==> src/rtl/rv_isa_pkg.sv <==
// Shared RV32I encoder definitions: immediate format codes, the default NOP word
// and the signed immediate limits used by the range checker.
package rv_isa_pkg;

    typedef enum logic [2:0] {
        IMM_U = 3'd0,
        IMM_J = 3'd1,
        IMM_I = 3'd2,
        IMM_S = 3'd3,
        IMM_B = 3'd4
    } imm_type_e;

    // ADDI x0,x0,0
    localparam logic [31:0] DEFAULT_NOP = 32'h0000_0013;

    localparam int J_IMM_MIN = -(1 << 20);
    localparam int J_IMM_MAX = (1 << 20) - 2;
    localparam int I_IMM_MIN = -2048;
    localparam int I_IMM_MAX = 2047;
    localparam int S_IMM_MIN = -2048;
    localparam int S_IMM_MAX = 2047;
    localparam int B_IMM_MIN = -4096;
    localparam int B_IMM_MAX = 4094;

endpackage

==> src/rtl/rv_imm_range_chk.sv <==
// Combinational legality check of an immediate against its instruction format:
// signed range plus the even-alignment rule of the branch/jump formats.
module rv_imm_range_chk
    import rv_isa_pkg::*;
(
    input  logic [2:0]  inst_type,
    input  logic [31:0] imm,
    output logic        ok
);

    logic signed [31:0] imm_s;

    assign imm_s = $signed(imm);

    always_comb begin
        ok = 1'b0;
        case (inst_type)
            IMM_U: ok = (imm[11:0] == 12'd0);
            IMM_J: ok = (imm_s >= J_IMM_MIN) && (imm_s <= J_IMM_MAX) && !imm[0];
            IMM_I: ok = (imm_s >= I_IMM_MIN) && (imm_s <= I_IMM_MAX);
            IMM_S: ok = (imm_s >= S_IMM_MIN) && (imm_s <= S_IMM_MAX);
            IMM_B: ok = (imm_s >= B_IMM_MIN) && (imm_s <= B_IMM_MAX) && !imm[0];
            default: ok = 1'b0;
        endcase
    end

endmodule

==> src/rtl/rv_inst_encoder.sv <==
// Two-stage valid/ready RV32I instruction encoder (U/J/I/S/B); illegal requests emit a flagged NOP.
// Optional RV_INST_ENC_STATS_EN adds saturating enc_count/err_count output counters.
module rv_inst_encoder
    import rv_isa_pkg::*;
#(
    parameter logic [31:0] NOP_INST = DEFAULT_NOP
) (
    input  logic        clk,
    input  logic        rst_n,
    input  logic        in_valid,
    output logic        in_ready,
    input  logic [2:0]  in_inst_type,
    input  logic [31:0] in_imm,
    input  logic [4:0]  in_rd,
    input  logic [4:0]  in_rs1,
    input  logic [4:0]  in_rs2,
    input  logic [2:0]  in_funct3,
    input  logic [6:0]  in_opcode,
    output logic        out_valid,
    input  logic        out_ready,
    output logic [31:0] out_inst,
    output logic        out_err
`ifdef RV_INST_ENC_STATS_EN
    ,
    output logic [15:0] enc_count,
    output logic [15:0] err_count
`endif
);

    logic        s1_valid_reg;
    logic [2:0]  s1_type_reg;
    logic [31:0] s1_imm_reg;
    logic [4:0]  s1_rd_reg;
    logic [4:0]  s1_rs1_reg;
    logic [4:0]  s1_rs2_reg;
    logic [2:0]  s1_funct3_reg;
    logic [6:0]  s1_opcode_reg;
    logic        s1_ok_reg;

    logic        req_ok;
    logic        s1_load;
    logic        s2_load;
    logic [31:0] inst_next;

    rv_imm_range_chk u_range_chk (
        .inst_type (in_inst_type),
        .imm       (in_imm),
        .ok        (req_ok)
    );

    assign s2_load  = !out_valid || out_ready;
    assign s1_load  = !s1_valid_reg || s2_load;
    assign in_ready = s1_load;

    always_comb begin
        inst_next = NOP_INST;
        case (s1_type_reg)
            IMM_U: inst_next = {s1_imm_reg[31:12], s1_rd_reg, s1_opcode_reg};
            IMM_J: inst_next = {s1_imm_reg[20], s1_imm_reg[10:1], s1_imm_reg[11],
                                s1_imm_reg[19:12], s1_rd_reg, s1_opcode_reg};
            IMM_I: inst_next = {s1_imm_reg[11:0], s1_rs1_reg, s1_funct3_reg,
                                s1_rd_reg, s1_opcode_reg};
            IMM_S: inst_next = {s1_imm_reg[11:5], s1_rs2_reg, s1_rs1_reg,
                                s1_funct3_reg, s1_imm_reg[4:0], s1_opcode_reg};
            IMM_B: inst_next = {s1_imm_reg[12], s1_imm_reg[10:5], s1_rs2_reg,
                                s1_rs1_reg, s1_funct3_reg, s1_imm_reg[4:1],
                                s1_imm_reg[11], s1_opcode_reg};
            default: inst_next = NOP_INST;
        endcase
        if (!s1_ok_reg) begin
            inst_next = NOP_INST;
        end
    end

    // Payload registers only move with a valid word so a held output never glitches.
    always_ff @(posedge clk or negedge rst_n) begin
        if (!rst_n) begin
            s1_valid_reg  <= 1'b0;
            s1_type_reg   <= 3'd0;
            s1_imm_reg    <= 32'd0;
            s1_rd_reg     <= 5'd0;
            s1_rs1_reg    <= 5'd0;
            s1_rs2_reg    <= 5'd0;
            s1_funct3_reg <= 3'd0;
            s1_opcode_reg <= 7'd0;
            s1_ok_reg     <= 1'b0;
            out_valid     <= 1'b0;
            out_inst      <= 32'd0;
            out_err       <= 1'b0;
        end else begin
            if (s1_load) begin
                s1_valid_reg <= in_valid;
                if (in_valid) begin
                    s1_type_reg   <= in_inst_type;
                    s1_imm_reg    <= in_imm;
                    s1_rd_reg     <= in_rd;
                    s1_rs1_reg    <= in_rs1;
                    s1_rs2_reg    <= in_rs2;
                    s1_funct3_reg <= in_funct3;
                    s1_opcode_reg <= in_opcode;
                    s1_ok_reg     <= req_ok;
                end
            end
            if (s2_load) begin
                out_valid <= s1_valid_reg;
                if (s1_valid_reg) begin
                    out_inst <= inst_next;
                    out_err  <= !s1_ok_reg;
                end
            end
        end
    end

`ifdef RV_INST_ENC_STATS_EN
    logic out_fire;

    assign out_fire = out_valid && out_ready;

    always_ff @(posedge clk or negedge rst_n) begin
        if (!rst_n) begin
            enc_count <= 16'd0;
            err_count <= 16'd0;
        end else if (out_fire) begin
            if (enc_count != 16'hFFFF) begin
                enc_count <= enc_count + 16'd1;
            end
            if (out_err && (err_count != 16'hFFFF)) begin
                err_count <= err_count + 16'd1;
            end
        end
    end
`endif

endmodule

==> config.mk <==
export PLATFORM = sky130hd
export DESIGN_NAME = rv_inst_encoder
export DESIGN_NICKNAME = d
export VERILOG_FILES = /design/src/rtl/rv_isa_pkg.sv /design/src/rtl/rv_imm_range_chk.sv /design/src/rtl/rv_inst_encoder.sv
export SDC_FILE = /design/constraint.sdc
export NUM_CORES = 1
export LEC_CHECK = 0
export ABC_AREA = 1
export BUFFER_PORTS_ARGS = -buffer_cell sky130_fd_sc_hd__buf_4
export CORE_MARGIN = 3
export CORE_UTILIZATION = 56
export CTS_BUF_LIST = sky130_fd_sc_hd__clkbuf_8
export DETAILED_ROUTE_END_ITERATION = 8
export PLACE_DENSITY_LB_ADDON = 0.2
export SETUP_SLACK_MARGIN = 0.3
export SLEW_MARGIN = 5
export SYNTH_ARGS = -nofsm -noshare
export SYNTH_HDL_FRONTEND = slang
export SYNTH_SLANG_ARGS = --single-unit
==> constraint.sdc <==
create_clock -name clk -period 1.7 [get_ports clk]
set_clock_uncertainty 0.15 [all_clocks]
set_input_delay 0 -clock clk [delete_from_list [all_inputs] [get_ports clk]]
set_output_delay 0 -clock clk [all_outputs]
set_load 0.05 [all_outputs]
Yosys cells after proc, flatten, opt, wreduce, memory -nomap -nowiden --
Index checks and enable logic that the tools add are counted.
Storage, ports and cells: output and inout port bits 35, register bits 96, bits of input ports 64, word-level logic and storage cells 46
Operators by class: reductions and logical operators 17, equality and inequality tests 8, mux-type cells 3, order comparisons 6
Operator list (number):
- case mux 32 bit (5 select lines) | 1
- greater-or-equal comparator 32 x 12 -> 1 bit, second input constant | 1
- greater-or-equal comparator 32 x 13 -> 1 bit, second input constant | 1
- greater-or-equal comparator 32 x 21 -> 1 bit, second input constant | 1
- <= comparator 32 x 12 -> 1 bit, second input constant | 1
- <= comparator 32 x 13 -> 1 bit, second input constant | 1
- <= comparator 32 x 21 -> 1 bit, second input constant | 1
- two-way mux 32 bit | 1
- == test 3 x 2 -> 1 bit, second input constant | 4
- logical NOT 12 bit | 1
- == test 3 x 1 -> 1 bit, second input constant | 2
- == test 3 bit, second input constant | 2
- logical NOT 3 bit | 2
- logical AND 1 bit | 5
- logical NOT 1 bit | 4
- case mux 1 bit (4 select lines) | 1
- AND reduction 2 bit | 2
- logical OR 1 bit | 2
- OR reduction 2 bit | 1

Depth between registers and ports, before layout --
depth after elaboration 4, mapped depth 13, depth with buffers taken out 13

Cells and area by module --
Synthesis repeated with hierarchy kept, for this count alone.
Second synthesis, totals: cells, all modules 520, area total of the unflattened synthesis 4509.3 sq um
Modules (own cells, without submodules):
- rv_inst_encoder | area an instance 3996.3 sq um, times used 1, cells each 401, sequential area each 2402.3 sq um
- rv_imm_range_chk | area an instance 513.0 sq um, times used 1, cells each 119, sequential area each 0.0 sq um

Worst setup path after synthesis --
Ideal clock, no wire load.
path type register to register, start reg out_valid, end reg s1_valid_reg, cell stages (with the launch flop) 6, slack -0.554 ns, clock period less this slack 2.254 ns, buffers on the path 2, data arrival time 1.961 ns, library setup time 0.143 ns, required time 1.407 ns, path through dfrtp_1 -> nand3_1 -> nand2_1 -> buf_2 -> buf_2 -> nand2_1
Between the ends: longest elaborated chain between the ends 3
RTL lines:
- from (decl) | RTL line rv_inst_encoder.sv:19 | output logic out_valid,
- from (signal assigned) | RTL line rv_inst_encoder.sv:105 | out_valid <= s1_valid_reg;
- logical NOT 1 bit | RTL line rv_inst_encoder.sv:51 | assign s2_load = !out_valid || out_ready;
- logical OR 1 bit | RTL line rv_inst_encoder.sv:51
- logical OR 1 bit | RTL line rv_inst_encoder.sv:52 | assign s1_load = !s1_valid_reg || s2_load;
- net in_ready | RTL line rv_inst_encoder.sv:11 | output logic in_ready,
- to (signal assigned) | RTL line rv_inst_encoder.sv:92 | s1_valid_reg <= in_valid;
- to (decl) | RTL line rv_inst_encoder.sv:30 | logic s1_valid_reg;
The timed path passes the listed nets, and every way through them passes these cells. A chain may end at the register's enable or synchronous reset.

Worst setup path after layout --
start reg s1_type_reg[0], end reg out_inst[28]
Between the ends: longest elaborated chain between the ends 3, elaborated cells between the ends (all ways) 7, those cells by class eq/ne (4); mux (2); reduce/logical (1)
RTL lines:
- from (decl) | RTL line rv_inst_encoder.sv:31 | logic [2:0] s1_type_reg;
- from (signal assigned) | RTL line rv_inst_encoder.sv:94 | s1_type_reg <= in_inst_type;
- == test 3 bit, or another cell as far along | RTL line rv_inst_encoder.sv:57 | case (s1_type_reg)
- case mux 32 bit (5 select lines) * | RTL line rv_inst_encoder.sv:57
- two-way mux 32 bit * | RTL line rv_inst_encoder.sv:70 | if (!s1_ok_reg) begin
- to (signal assigned) | RTL line rv_inst_encoder.sv:107 | out_inst <= inst_next;
- to (decl) | RTL line rv_inst_encoder.sv:21 | output logic [31:0] out_inst,
Every way passes the cells marked *; elsewhere a longest branch is shown, timed or not.

==> flow_results.org <==
** Synth
- Number of different library cells in the post-synthesis netlist :: 26
- For this run, the number of Yosys warnings is 0.
- The number of nets in the synthesized netlist is 591.
- Asr flop ratio synth :: 1.00
- Of the total synthesized cell area, the portion taken by XOR and XNOR cells is 0.
- Top cells by count, synth :: sky130_fd_sc_hd__nand2_1, sky130_fd_sc_hd__dfrtp_1, sky130_fd_sc_hd__inv_1, sky130_fd_sc_hd__o21ai_0, sky130_fd_sc_hd__nor2_1
- The biggest area contributor in the post-synthesis netlist is sky130_fd_sc_hd__dfrtp_1.
- Cell area after synthesis :: 4370 sq um
- Counting flops with a built-in enable in the synthesized netlist gives 0.
- After technology mapping, the gate count stands at 527.
- Dominant cell by count in the synthesized netlist :: sky130_fd_sc_hd__nand2_1
- Post-synthesis share of cell area spent on full adders, half adders and majority gates :: 0
- The most used flip-flop cell after synthesis is sky130_fd_sc_hd__dfrtp_1.
- Leading post-synthesis cells by cell area :: sky130_fd_sc_hd__dfrtp_1, sky130_fd_sc_hd__nand2_1, sky130_fd_sc_hd__o21ai_0
- Share of synthesized area occupied by flip-flops and latches :: 0.550
- Average cell area after synthesis :: 8.28 sq um
- Of the post-synthesis cell area, the dominant cell type holds 0.550.
- After synthesis, the largest family of logic cells by area is simple AND/OR/NAND/NOR gates.
- Of the total synthesized cell area, the portion taken by AND, OR, NAND and NOR gates is 0.220.
- The compound-cell area share of the yosys netlist came to 0.151.
- Portion of netlist area occupied by mux cells :: 0
- In this run, synthesis produced a sequential element count of 96.

** Timing
- Max transition margin :: 0.680
- Smallest hold slack :: -0.0264 ns
- Final setup fails :: 0
- Final number of max-transition violations :: 0
- Summed over all failing endpoints, the final setup total negative slack is 0 ns.
- Of the available clock period, the critical path in the final layout requires 0.991.
- Derived from the worst setup path, the maximum achievable clock frequency is 0.594 GHz.
- Tightest Pin Transition :: 0.479 ns
- Setup repair after global routing missed its margin :: true
- Count of final hold-check violations :: 30
- Shortest period the worst path allows :: 1.68 ns

** Setup path
- STA classifies the critical path startpoint as a flop.
- Endpoint of the most critical setup path :: out_inst[28]$_DFFE_PN0P_
- For the worst flop-to-flop path, the logic depth is 5.
- At the worst endpoint, the arrival time is 1.76 ns.
- Setup slack of the most critical reg-to-reg path :: 0.02 ns
- Critical R2R Launch :: s1_type_reg[0]$_DFFE_PN0P_
- STA classifies the critical path endpoint as a flop.
- CP startpoint :: s1_type_reg[0]$_DFFE_PN0P_
- Data required time of the critical path :: 1.78 ns
- Capture point of the worst reg-to-reg path :: out_inst[28]$_DFFE_PN0P_
- Critical-path maximum fanout :: 12
- By startpoint and endpoint, the worst setup path is classified as flop to flop.

** Power and ir drop
- Of the total power, registers draw 0.469.
- Power consumption :: 5.86 mW
- VDD IR max :: 0.500 mV
- The internal power of the cells totals 3.80 mW.
- Leakage :: 3.31 nW
- The analysis attributes to net switching a power of 2.07 mW.
- Of the total power, the clock network draws 0.223.
- Combinational share of power :: 0.308
- Dividing total power by cell area gives a power density of 885 nW/um^2.
- Switching part of the total :: 0.352

** Route
- Wire segments on met2 add up to 8.05 mm in the final route.
- The detail route stage leaves a number of antenna-violating nets equal to 0.
- Dividing the detail-routed wire length by the instance count gives 20.1 um.
- The highest metal layer carrying signal wires in the routed design is met4.
- The routed layout has 4831 vias.
- For this block, wires on met1 add up to 6.02 mm.
- In the routed design, unresolved DRC markers number 0.
- Count of routing violations after the opening detailed-route iteration :: 622
- After detailed routing, the number of vias per cell comes to 5.91.
- For this block, the routed nets add up to 16.5 mm of wire.
- For this run, the detailed router's first-pass iteration total came to 6.
- Met3 routed wirelength :: 1.61 mm

** GRT
- Global-route wire length before repair :: 20.4 mm
- After global routing the overflow that remains totals 0.
- Entering global routing, the biggest net connects 47 pins.
- Across every metal layer, demand over resource in global routing totals 0.298.
- The via count of the first global-routing pass came to 4260.
- The initial antenna violation count is 0.

** Layout
- The net count of the finished layout is 780.
- 0 antenna diodes ended up in the layout.
- Filler instances :: 325
- The area growth from synthesis to layout is 51.8%.
- Once layout is complete, the utilization of the core stands at 0.895.
- Number of cells in the finished layout apart from fillers :: 818
- Share of cells above drive strength 1 :: 0.277

** Clocking
- Clock edge transition at the registers on the reported setup and hold paths :: 0.09 ns
- TritonCTS built the clock tree.
- Max H-tree Level :: 3
- Buffer levels on the longest clock path :: 2
- Clock tree synthesis selected as its root buffer the cell sky130_fd_sc_hd__clkbuf_8.
- CTS buffer count :: 9
- Counting every sink on the clock net gives 96.
- At the later pin of the worst-skew pair, clock insertion delay measures 0.37 ns.

** Die
- Measured along the y axis, the die boundary spans 94.3 um.
- Total die area :: 8890 sq um
- Pin placement for this block handled 99 I/O pins.
- DIE WIDTH :: 94.3 um
- Initial Utilization :: 0.589
- Std-Cell Rows :: 31
- Std-Cell Core Area :: 7410 sq um

** Placement
- Placed cells :: 712
- Routability congestion estimate from global placement :: 0.968
- Summed over all nets, the half-perimeter wirelength after detailed placement is 7.92 mm.
- Port buffering added 98 buffers.

** Run status
- Violated checks :: hold timing
- The run finished, with violations left.

** Job
- Reported max-cap violation count :: 0

** Hold path
- The min-delay analysis places its worst path in the category input pin to async pin.
==> logic make-up after synthesis <==
family	count (synthesis)
AOI/OAI and AO/OA	109
and+or+nand+nor	236
buffers and inverters	86
DFF	96
==> how the worst min path moves through the flow <==
stage | depth (start not counted) | end | start
floorplan | 0 | out_err$_DFFE_PN0P_ | rst_n
global placement | 1 | s1_rd_reg[1]$_DFFE_PN0P_ | rst_n
detailed placement | 1 | s1_rd_reg[1]$_DFFE_PN0P_ | rst_n
CTS | 2 | s1_rs2_reg[0]$_DFFE_PN0P_ | rst_n
global route | 2 | out_err$_DFFE_PN0P_ | rst_n
finish | 2 | s1_rd_reg[1]$_DFFE_PN0P_ | rst_n
==> per-layer routing <==
metal  global-route usage  up-vias
met5                    0        -
met4               0.0975        0
li1                     -     2069
met1                0.384     2314
met2                0.501      368
met3               0.0625       80
==> through the flow <==
step / cell area [sq um] / setup slack [ns]
after CTS: 6220 / 0.227
after global routing: 6630 / -0.0895
after floorplan: 4460 / 0.150
after global placement: 5250 / 0.117
final: 6630 / 0.0157
after detailed placement: 5250 / 0.0288
==> power by group through the flow <==
| stage | registers [mW] | logic [mW] | clock network [mW] |
|---|---|---|---|
| after floorplan | 2.83 | 0.656 | 0 |
| after global placement | 2.73 | 1.14 | 0 |
| after detailed placement | 2.74 | 1.17 | 0 |
| after CTS | 2.71 | 1.41 | 1.27 |
| after global routing | 2.76 | 1.91 | 1.37 |
| final | 2.75 | 1.81 | 1.31 |
==> final cells by class <==
type / count / area [sq um] / area share
clock buffer: 10 / 138 / 0.0208
timing repair inverter: 2 / 22.5 / 0.00340
timing repair buffer: 193 / 1780 / 0.268
clock inverter: 4 / 16.3 / 0.00245
inverter: 67 / 300 / 0.0453
multi-input combinational: 347 / 1840 / 0.278
sequential: 96 / 2410 / 0.363
tap: 99 / 124 / 0.0187
==> repair_timing <==
action | CTS | global route
setup endpoints to repair | 62 | 71
resized for setup | 39 | 60
pin swaps | 9 | 17
hold endpoints to repair | 159 | 2
buffers inserted | 7 | 10
hold buffers | 63 | 2
gates cloned | 1 | 10
==> cells in the final DEF, fill, tap and decap left out, drive strengths merged <==
master,synthesis,final
a22oi,4,4
nand2,163,165
dfrtp,96,96
o21ai,71,71
a22o,11,11
nand4,8,8
clkinv,0,2
nand3b,1,1
a21oi,9,9
nor3,3,3
o31ai,6,6
o22ai,4,4
nor2,49,49
a221oi,4,4
buf,9,126
inv,67,71
clkbuf,10,13
nand3,12,12
dlymetal6s4s,0,2
dlygate4sd3,0,62
==> worst max-delay path: stages (launching register included) <==
cell                      delay (ns)
sky130_fd_sc_hd__dfrtp_2        0.45
sky130_fd_sc_hd__nor2_4         0.24
sky130_fd_sc_hd__nand2_4        0.14
sky130_fd_sc_hd__inv_8          0.12
sky130_fd_sc_hd__nor2_1         0.05
sky130_fd_sc_hd__o31ai_1        0.39
(Power assumes the default switching activity.)
